===== src/rtl/simon_playback.sv =====
// -----------------------------------------------------------------------------
// simon_playback
//
// Plays the stored Simon colour sequence back to the player. On an accepted
// start pulse it walks sequence RAM addresses 0..round_len-1. Each step spends
// one FETCH cycle waiting for the RAM word, then lights the colour LED for
// ON_TICKS cycles and blanks for GAP_TICKS cycles. A single-cycle done pulse
// ends the playback.
//
// Ports:
//   clk        system clock, all logic on posedge
//   reset      synchronous, active-high reset
//   start      single-cycle playback request, honoured only when idle
//   round_len  number of steps to play (0..31), sampled on accepted start
//   mem_addr   registered sequence RAM read address
//   mem_data   colour code from RAM, sampled at the end of the FETCH cycle
//   led        one-hot colour drive (code n -> bit n), 0 when dark
//   busy       high from the cycle after an accepted start through done
//   done       one-cycle completion pulse
// -----------------------------------------------------------------------------
module simon_playback #(
   parameter int ON_TICKS  = 25000000,
   parameter int GAP_TICKS = 12500000,
   parameter int CNT_W     = 25
) (
   input  logic       clk,
   input  logic       reset,
   input  logic       start,
   input  logic [4:0] round_len,
   output logic [4:0] mem_addr,
   input  logic [1:0] mem_data,
   output logic [3:0] led,
   output logic       busy,
   output logic       done
);

   typedef enum logic [2:0] {
      IDLE  = 3'd0,
      FETCH = 3'd1,
      SHOW  = 3'd2,
      GAP   = 3'd3,
      DONE  = 3'd4
   } state_t;

   localparam logic [CNT_W-1:0] ON_LAST  = CNT_W'(ON_TICKS - 1);
   localparam logic [CNT_W-1:0] GAP_LAST = CNT_W'(GAP_TICKS - 1);

   state_t           state_reg, state_next;
   logic [4:0]       len_reg, len_next;
   logic [4:0]       idx_reg, idx_next;
   logic [4:0]       mem_addr_reg, mem_addr_next;
   logic [CNT_W-1:0] cnt_reg, cnt_next;
   logic [3:0]       led_reg, led_next;
   logic             busy_reg, busy_next;
   logic             done_reg, done_next;

   // Colour code to LED one-hot decode of the RAM word.
   logic [3:0] colour_onehot;

   genvar gi;
   generate
      for (gi = 0; gi < 4; gi++) begin : g_decode
         assign colour_onehot[gi] = (mem_data == 2'(gi));
      end
   endgenerate

   always_ff @(posedge clk) begin
      if (reset) begin
         state_reg    <= IDLE;
         len_reg      <= 5'd0;
         idx_reg      <= 5'd0;
         mem_addr_reg <= 5'd0;
         cnt_reg      <= '0;
         led_reg      <= 4'd0;
         busy_reg     <= 1'b0;
         done_reg     <= 1'b0;
      end else begin
         state_reg    <= state_next;
         len_reg      <= len_next;
         idx_reg      <= idx_next;
         mem_addr_reg <= mem_addr_next;
         cnt_reg      <= cnt_next;
         led_reg      <= led_next;
         busy_reg     <= busy_next;
         done_reg     <= done_next;
      end
   end

   // Outputs are computed one cycle ahead so that every port comes straight
   // from a register: led/busy/done take the value of the state being entered.
   always_comb begin
      state_next    = state_reg;
      len_next      = len_reg;
      idx_next      = idx_reg;
      mem_addr_next = mem_addr_reg;
      cnt_next      = cnt_reg;
      led_next      = led_reg;
      busy_next     = busy_reg;
      done_next     = 1'b0;

      case (state_reg)
         IDLE: begin
            led_next  = 4'd0;
            busy_next = 1'b0;
            if (start) begin
               busy_next = 1'b1;
               if (round_len != 5'd0) begin
                  len_next      = round_len;
                  idx_next      = 5'd0;
                  mem_addr_next = 5'd0;
                  state_next    = FETCH;
               end else begin
                  // Empty round: report completion immediately, address untouched.
                  done_next  = 1'b1;
                  state_next = DONE;
               end
            end
         end

         FETCH: begin
            // mem_addr has been stable for this whole cycle, so the word is ready.
            led_next   = colour_onehot;
            cnt_next   = '0;
            state_next = SHOW;
         end

         SHOW: begin
            if (cnt_reg == ON_LAST) begin
               cnt_next   = '0;
               led_next   = 4'd0;
               state_next = GAP;
            end else begin
               cnt_next = cnt_reg + CNT_W'(1);
            end
         end

         GAP: begin
            if (cnt_reg == GAP_LAST) begin
               cnt_next = '0;
               if (idx_reg == len_reg - 5'd1) begin
                  done_next  = 1'b1;
                  state_next = DONE;
               end else begin
                  idx_next      = idx_reg + 5'd1;
                  mem_addr_next = idx_reg + 5'd1;
                  state_next    = FETCH;
               end
            end else begin
               cnt_next = cnt_reg + CNT_W'(1);
            end
         end

         DONE: begin
            // start is deliberately ignored here; a new request needs IDLE.
            led_next   = 4'd0;
            busy_next  = 1'b0;
            state_next = IDLE;
         end

         default: begin
            led_next   = 4'd0;
            busy_next  = 1'b0;
            state_next = IDLE;
         end
      endcase
   end

   assign mem_addr = mem_addr_reg;
   assign led      = led_reg;
   assign busy     = busy_reg;
   assign done     = done_reg;

endmodule


===== config.mk =====
export PLATFORM = sky130hd
export DESIGN_NAME = simon_playback
export DESIGN_NICKNAME = d
export VERILOG_FILES = /design/src/rtl/simon_playback.sv
export SDC_FILE = /design/constraint.sdc
export NUM_CORES = 1
export LEC_CHECK = 0
export BUFFER_PORTS_ARGS = -buffer_cell sky130_fd_sc_hd__buf_2
export CAP_MARGIN = 25
export CORE_UTILIZATION = 40
export CTS_BUF_LIST = sky130_fd_sc_hd__clkbuf_2
export DETAILED_ROUTE_END_ITERATION = 10
export PLACE_DENSITY = 0.59
export SKIP_LAST_GASP = 1
export SLEW_MARGIN = 20
export SYNTH_ARGS = -nofsm -noshare
export SYNTH_HDL_FRONTEND = slang
export SYNTH_SLANG_ARGS = --single-unit

===== constraint.sdc =====
create_clock -name clk -period 3.4 [get_ports clk]
set_input_delay 0.51 -clock clk [delete_from_list [all_inputs] [get_ports clk]]
set_output_delay 0.51 -clock clk [all_outputs]
set_load 0.005 [all_outputs]

# Word level (Yosys, flattened, before mapping)
# Index checks and enable logic that the tools add are counted.
[word_totals] rom_bits=0 output_inout_bits=11 ram_bits=0 ff_bits=44 inputBits=10 word_cells=58 mem_count=0 latchBits=0
[classes] order_cmp=0 n_eq_ne=14 shift=0 mul=0 mux=23 n_reduce_logical=10 div=0 addsub=3 bitwise=1
[op_table] op="$pmux W25 S3" n=1
[op_table] op="$mux W25" n=2
[op_table] op="$add A25 B1 Y25 const B" n=1
[op_table] op="$eq A25 B24 Y1 const B" n=1
[op_table] op="$eq A25 B25 Y1 const B" n=1
[op_table] op="$mux W5" n=4
[op_table] op="$mux W3" n=5
[op_table] op="$pmux W3 S4" n=1
[op_table] op="$pmux W4 S3" n=1
[op_table] op="$ne A2 B2 Y1 const B" n=5
[op_table] op="$pmux W5 S2" n=1
[op_table] op="$eq A3 B2 Y1 const B" n=2
[op_table] op="$reduce_and A3 Y1" n=2
[op_table] op="$add A5 B1 Y5 const B" n=1
[op_table] op="$eq A5 B5 Y1" n=1
[op_table] op="$mux W1" n=5
[op_table] op="$reduce_and A5 Y1" n=1
[op_table] op="$reduce_bool A5 Y1" n=1
[op_table] op="$sub A5 B1 Y5 const B" n=1
[op_table] op="$eq A2 B2 Y1 const B" n=2
[op_table] op="$mux W4" n=1
[op_table] op="$pmux W1 S2" n=2
[op_table] op="$eq A3 B1 Y1 const B" n=1
[op_table] op="$logic_not A3 Y1" n=1
[op_table] op="7 further kinds" n=7

# Longest topological paths before layout
[depth] word_depth=5 ltp_mapped=8 mapped_depth_nobuf=7

# Least setup slack after synthesis
# No wires, ideal clock.
[synth_timing] path_type="register to register" start="register cnt_reg[0]" end="register cnt_reg[15]" path_slack_ns=1.301 setup_time_ns=0.122 required_ns=3.278 arrival_ns=1.977 n_path_buf=2 stages_incl_launch_ff=9 period_less_slack_ns=2.099 path_cell_list="dfxtp_1 > ha_1 > and4_1 > nand4_2 > or4_4 > buf_6 > buf_8 > a32oi_1 > o21ai_1"
[synth_between] elab_chain_len=3 elab_cells_between_ends=6 cone_classes="1 x add/sub; 2 x eq/ne; 3 x mux"
[synth_lines] element="start, declared" line_no="52" source="logic [CNT_W-1:0] cnt_reg, cnt_next;"
[synth_lines] element="start signal, assigned" line_no="82" source="cnt_reg <= cnt_next;"
[synth_lines] element="$add A25 B1 Y25 (tied with other cells)" line_no="133, 149"
[synth_lines] element="$mux W25, on equally long branches" line_no="138, 128"
[synth_lines] element="$pmux W25 S3 *" line_no="101" source="case (state_reg)"
# Mark *: on every way between the ends. The rest lies on a longest branch, timed or not.
# A chain may end at the register's enable or synchronous reset.

# Final worst setup path
[layout_timing] start="register cnt_reg[0]" end="register cnt_reg[17]"
# The elaborated chain is that of the path after synthesis.

==> flow_metrics.env <==
export IMPL_ant_nets=0
export IMPL_path_clk_slew_ps=250
export IMPL_synthToLayoutAreaGrowth_pct=5.54
export IMPL_clock_sinks=44
export IMPL_n_antenna_cell=0
export IMPL_cpPeakStageDelay_ps=690
export IMPL_postSynthAreaPerCell_um2=8.06
export IMPL_ioPinCount=21
export IMPL_ctsHoldBuffers=0
export IMPL_fin_ws_ps=1070
export IMPL_layout_commonest_cell="nand2_1"
export IMPL_p_comb_frac=0.128
export IMPL_gr_total_overflow=0
export IMPL_power_density_mw_per_mm2=356
export IMPL_design_area_mm2=0.00276
export IMPL_grt_setup_unrepaired="no"
export IMPL_clk_latency_ps=430
export IMPL_crit_slowest_cell="or4_4"
export IMPL_p_leak_nw=0.942
export IMPL_synth_net_count=338
export IMPL_worst_r2r_cell_count=6
export IMPL_avgViaCountPerCell=5.93
export IMPL_cts_setup_buffers=0
export IMPL_port_buffers=20
export IMPL_num_rows=29
export IMPL_hold_class="in -> reg"
export IMPL_ys_seq_elements=44
export IMPL_worst_setup_path_start_kind="register"
export IMPL_syn_area_mm2=0.00262
export IMPL_nNetsFinal=345
export IMPL_final_setup_tns_ps=0
export IMPL_drc=0
export IMPL_grt_max_degree=24
export IMPL_grt_util_all_layers=0.182
export IMPL_period_share=0.686
export IMPL_worstMarginPinSlew_ps=763
export IMPL_status="completed"
export IMPL_vias=2432
export IMPL_drtIter0Drc=132
export IMPL_drive_above_1_share=0.126
export IMPL_cts_tree="done"
export IMPL_drt_wl_total_um=6220
export IMPL_finalClockSkew_ps=27.9
export IMPL_min_delay_start="round_len[1]"
export IMPL_ir_drop_mv=0.236
export IMPL_place_congestion=0.945
export IMPL_synthFlopType="dfxtp_1"
export IMPL_seqPwrFrac=0.555
export IMPL_clock_path_buffers=2
export IMPL_synth_enable_flop_cells=0
export IMPL_r2r_slack_ps=1070
export IMPL_start_util=0.412
export IMPL_rr_endpoint="cnt_reg[17]"
export IMPL_dp_hpwl_um=4470
export IMPL_ys_seq_area_frac=0.336
export IMPL_holdPathEnd="len_reg[1]"
export IMPL_dieHeight_um=82.9
export IMPL_path_cells="ha_1, and4_1, nand4_2, or4_4, nand2_4, o311ai_0"
export IMPL_maxCapViolCount=0
export IMPL_r2r_start="cnt_reg[0]"
export IMPL_min_path_cells=3
export IMPL_antenna_found_initial=0
export IMPL_crit_type="reg -> reg"
export IMPL_synth_cell_type_count=62
export IMPL_die_area_mm2=0.00687
export IMPL_crit_path_end_kind="register"
export IMPL_cts_buffers=5
export IMPL_fmax_mhz=429
export IMPL_die_w_um=82.9
export IMPL_ys_warn_count=0
export IMPL_cts_root_buffer="clkbuf_2"
export IMPL_grt_pass1_vias=2185
export IMPL_async_flop_share=0
export IMPL_p_sw_uw=281
export IMPL_report_final_slew_viol_count=0
export IMPL_place_area_mm2=0.00269
export IMPL_setup_viol=0
export IMPL_holdWs_ps=285
export IMPL_swShare=0.286
export IMPL_wl_per_cell_um=15.2
export IMPL_final_cell_mix="nand2_1, dfxtp_1, nand4_1, nand3_1, nor2_1"
export IMPL_grt_pass1_wl_um=10500
export IMPL_finalPower_uw=983
export IMPL_largest_reg_flops=25
export IMPL_worstPathRequired_ps=3720
export IMPL_crit_fanout=18
export IMPL_layout_min_cycle_time_ps=2330
export IMPL_pre_cts_ws_ps=994
export IMPL_synthCells=325
export IMPL_relSlewSlack=0.487
export IMPL_cts_resized=0
export IMPL_p_int_uw=701
export IMPL_core_area_mm2=0.00635
export IMPL_cp_arrival_ps=2650
export IMPL_pwr_share_clk=0.317
export IMPL_final_hold_violation_count=0
export IMPL_first_pass_iters=5
export IMPL_cts_htree_levels=2
## worst max path at each step
stage / startpoint / end
2_1_floorplan: cnt_reg[0] / cnt_reg[15]
3_3_place_gp: round_len[0] / mem_addr[0]
3_5_place_dp: round_len[0] / mem_addr[0]
4_1_cts: cnt_reg[0] / cnt_reg[17]
5_1_grt: cnt_reg[0] / done
6_report: cnt_reg[0] / cnt_reg[17]
## layer usage
| layer | share of wire | global-route usage |
|---|---|---|
| met1 | 0.49 | 0.256 |
| met2 | 0.47 | 0.290 |
| met3 | 0.031 | 0.0328 |
| met4 | 0.0056 | 0.0423 |
| met5 | 0 | 0 |
## worst max-delay path, delay by kind of cell, from the launching register on
kind | cells | cell delay [ps]
adders and majority gates | 1 | 240
DFF | 1 | 440
and+or+nand+nor | 4 | 1400
AOI/OAI and AO/OA | 1 | 140
## layout make-up
class,instances,area (um2)
flip-flops and latches,44,881
fillers,650,3590
repair buffers,21,108
clock inverters,3,46.3
inverters,12,45.0
well taps,77,96.3
multi-input cells,248,1560
clock buffers,5,25.0
## cell usage after synthesis, drive strengths merged, types with 4 or more instances
library cell | number | share of area
or4 | 6 | 0.019
nor3 | 5 | 0.011
xor2 | 7 | 0.023
nand3 | 22 | 0.042
xnor2 | 5 | 0.017
buf | 10 | 0.033
a22oi | 4 | 0.011
a21oi | 14 | 0.027
dfxtp | 44 | 0.34
nor4 | 5 | 0.023
inv | 12 | 0.017
and3 | 5 | 0.012
o311ai | 6 | 0.020
and4 | 7 | 0.024
nand2 | 46 | 0.069
o21ai | 14 | 0.027
nand4 | 23 | 0.057
nor2 | 21 | 0.030
clkbuf | 11 | 0.017
a31oi | 11 | 0.026
## through the flow
stage | std cells | util
floorplan | 325 | -
global placement | 402 | 0.424
detailed placement | 402 | 0.424
CTS | 410 | 0.435
global route | 410 | 0.435
finish | 410 | 0.435
## cells by family after synthesis
family / synth area share
mux: 0.00382
xor+xnor: 0.0401
fa+ha+maj: 0.0143
flops: 0.336
compound gates: 0.197
simple gates: 0.341
buf+inv: 0.0669
## power by group through the flow
stage	Clock (mW)	Combinational [mW]	Sequential, mW
4_1_cts	0.324	0.127	0.546
5_1_grt	0.349	0.141	0.549
6_report	0.311	0.126	0.545
3_3_place_gp	0	0.125	0.555
3_5_place_dp	0	0.126	0.555
2_1_floorplan	0	0.101	0.546
(Power assumes the default switching activity.)
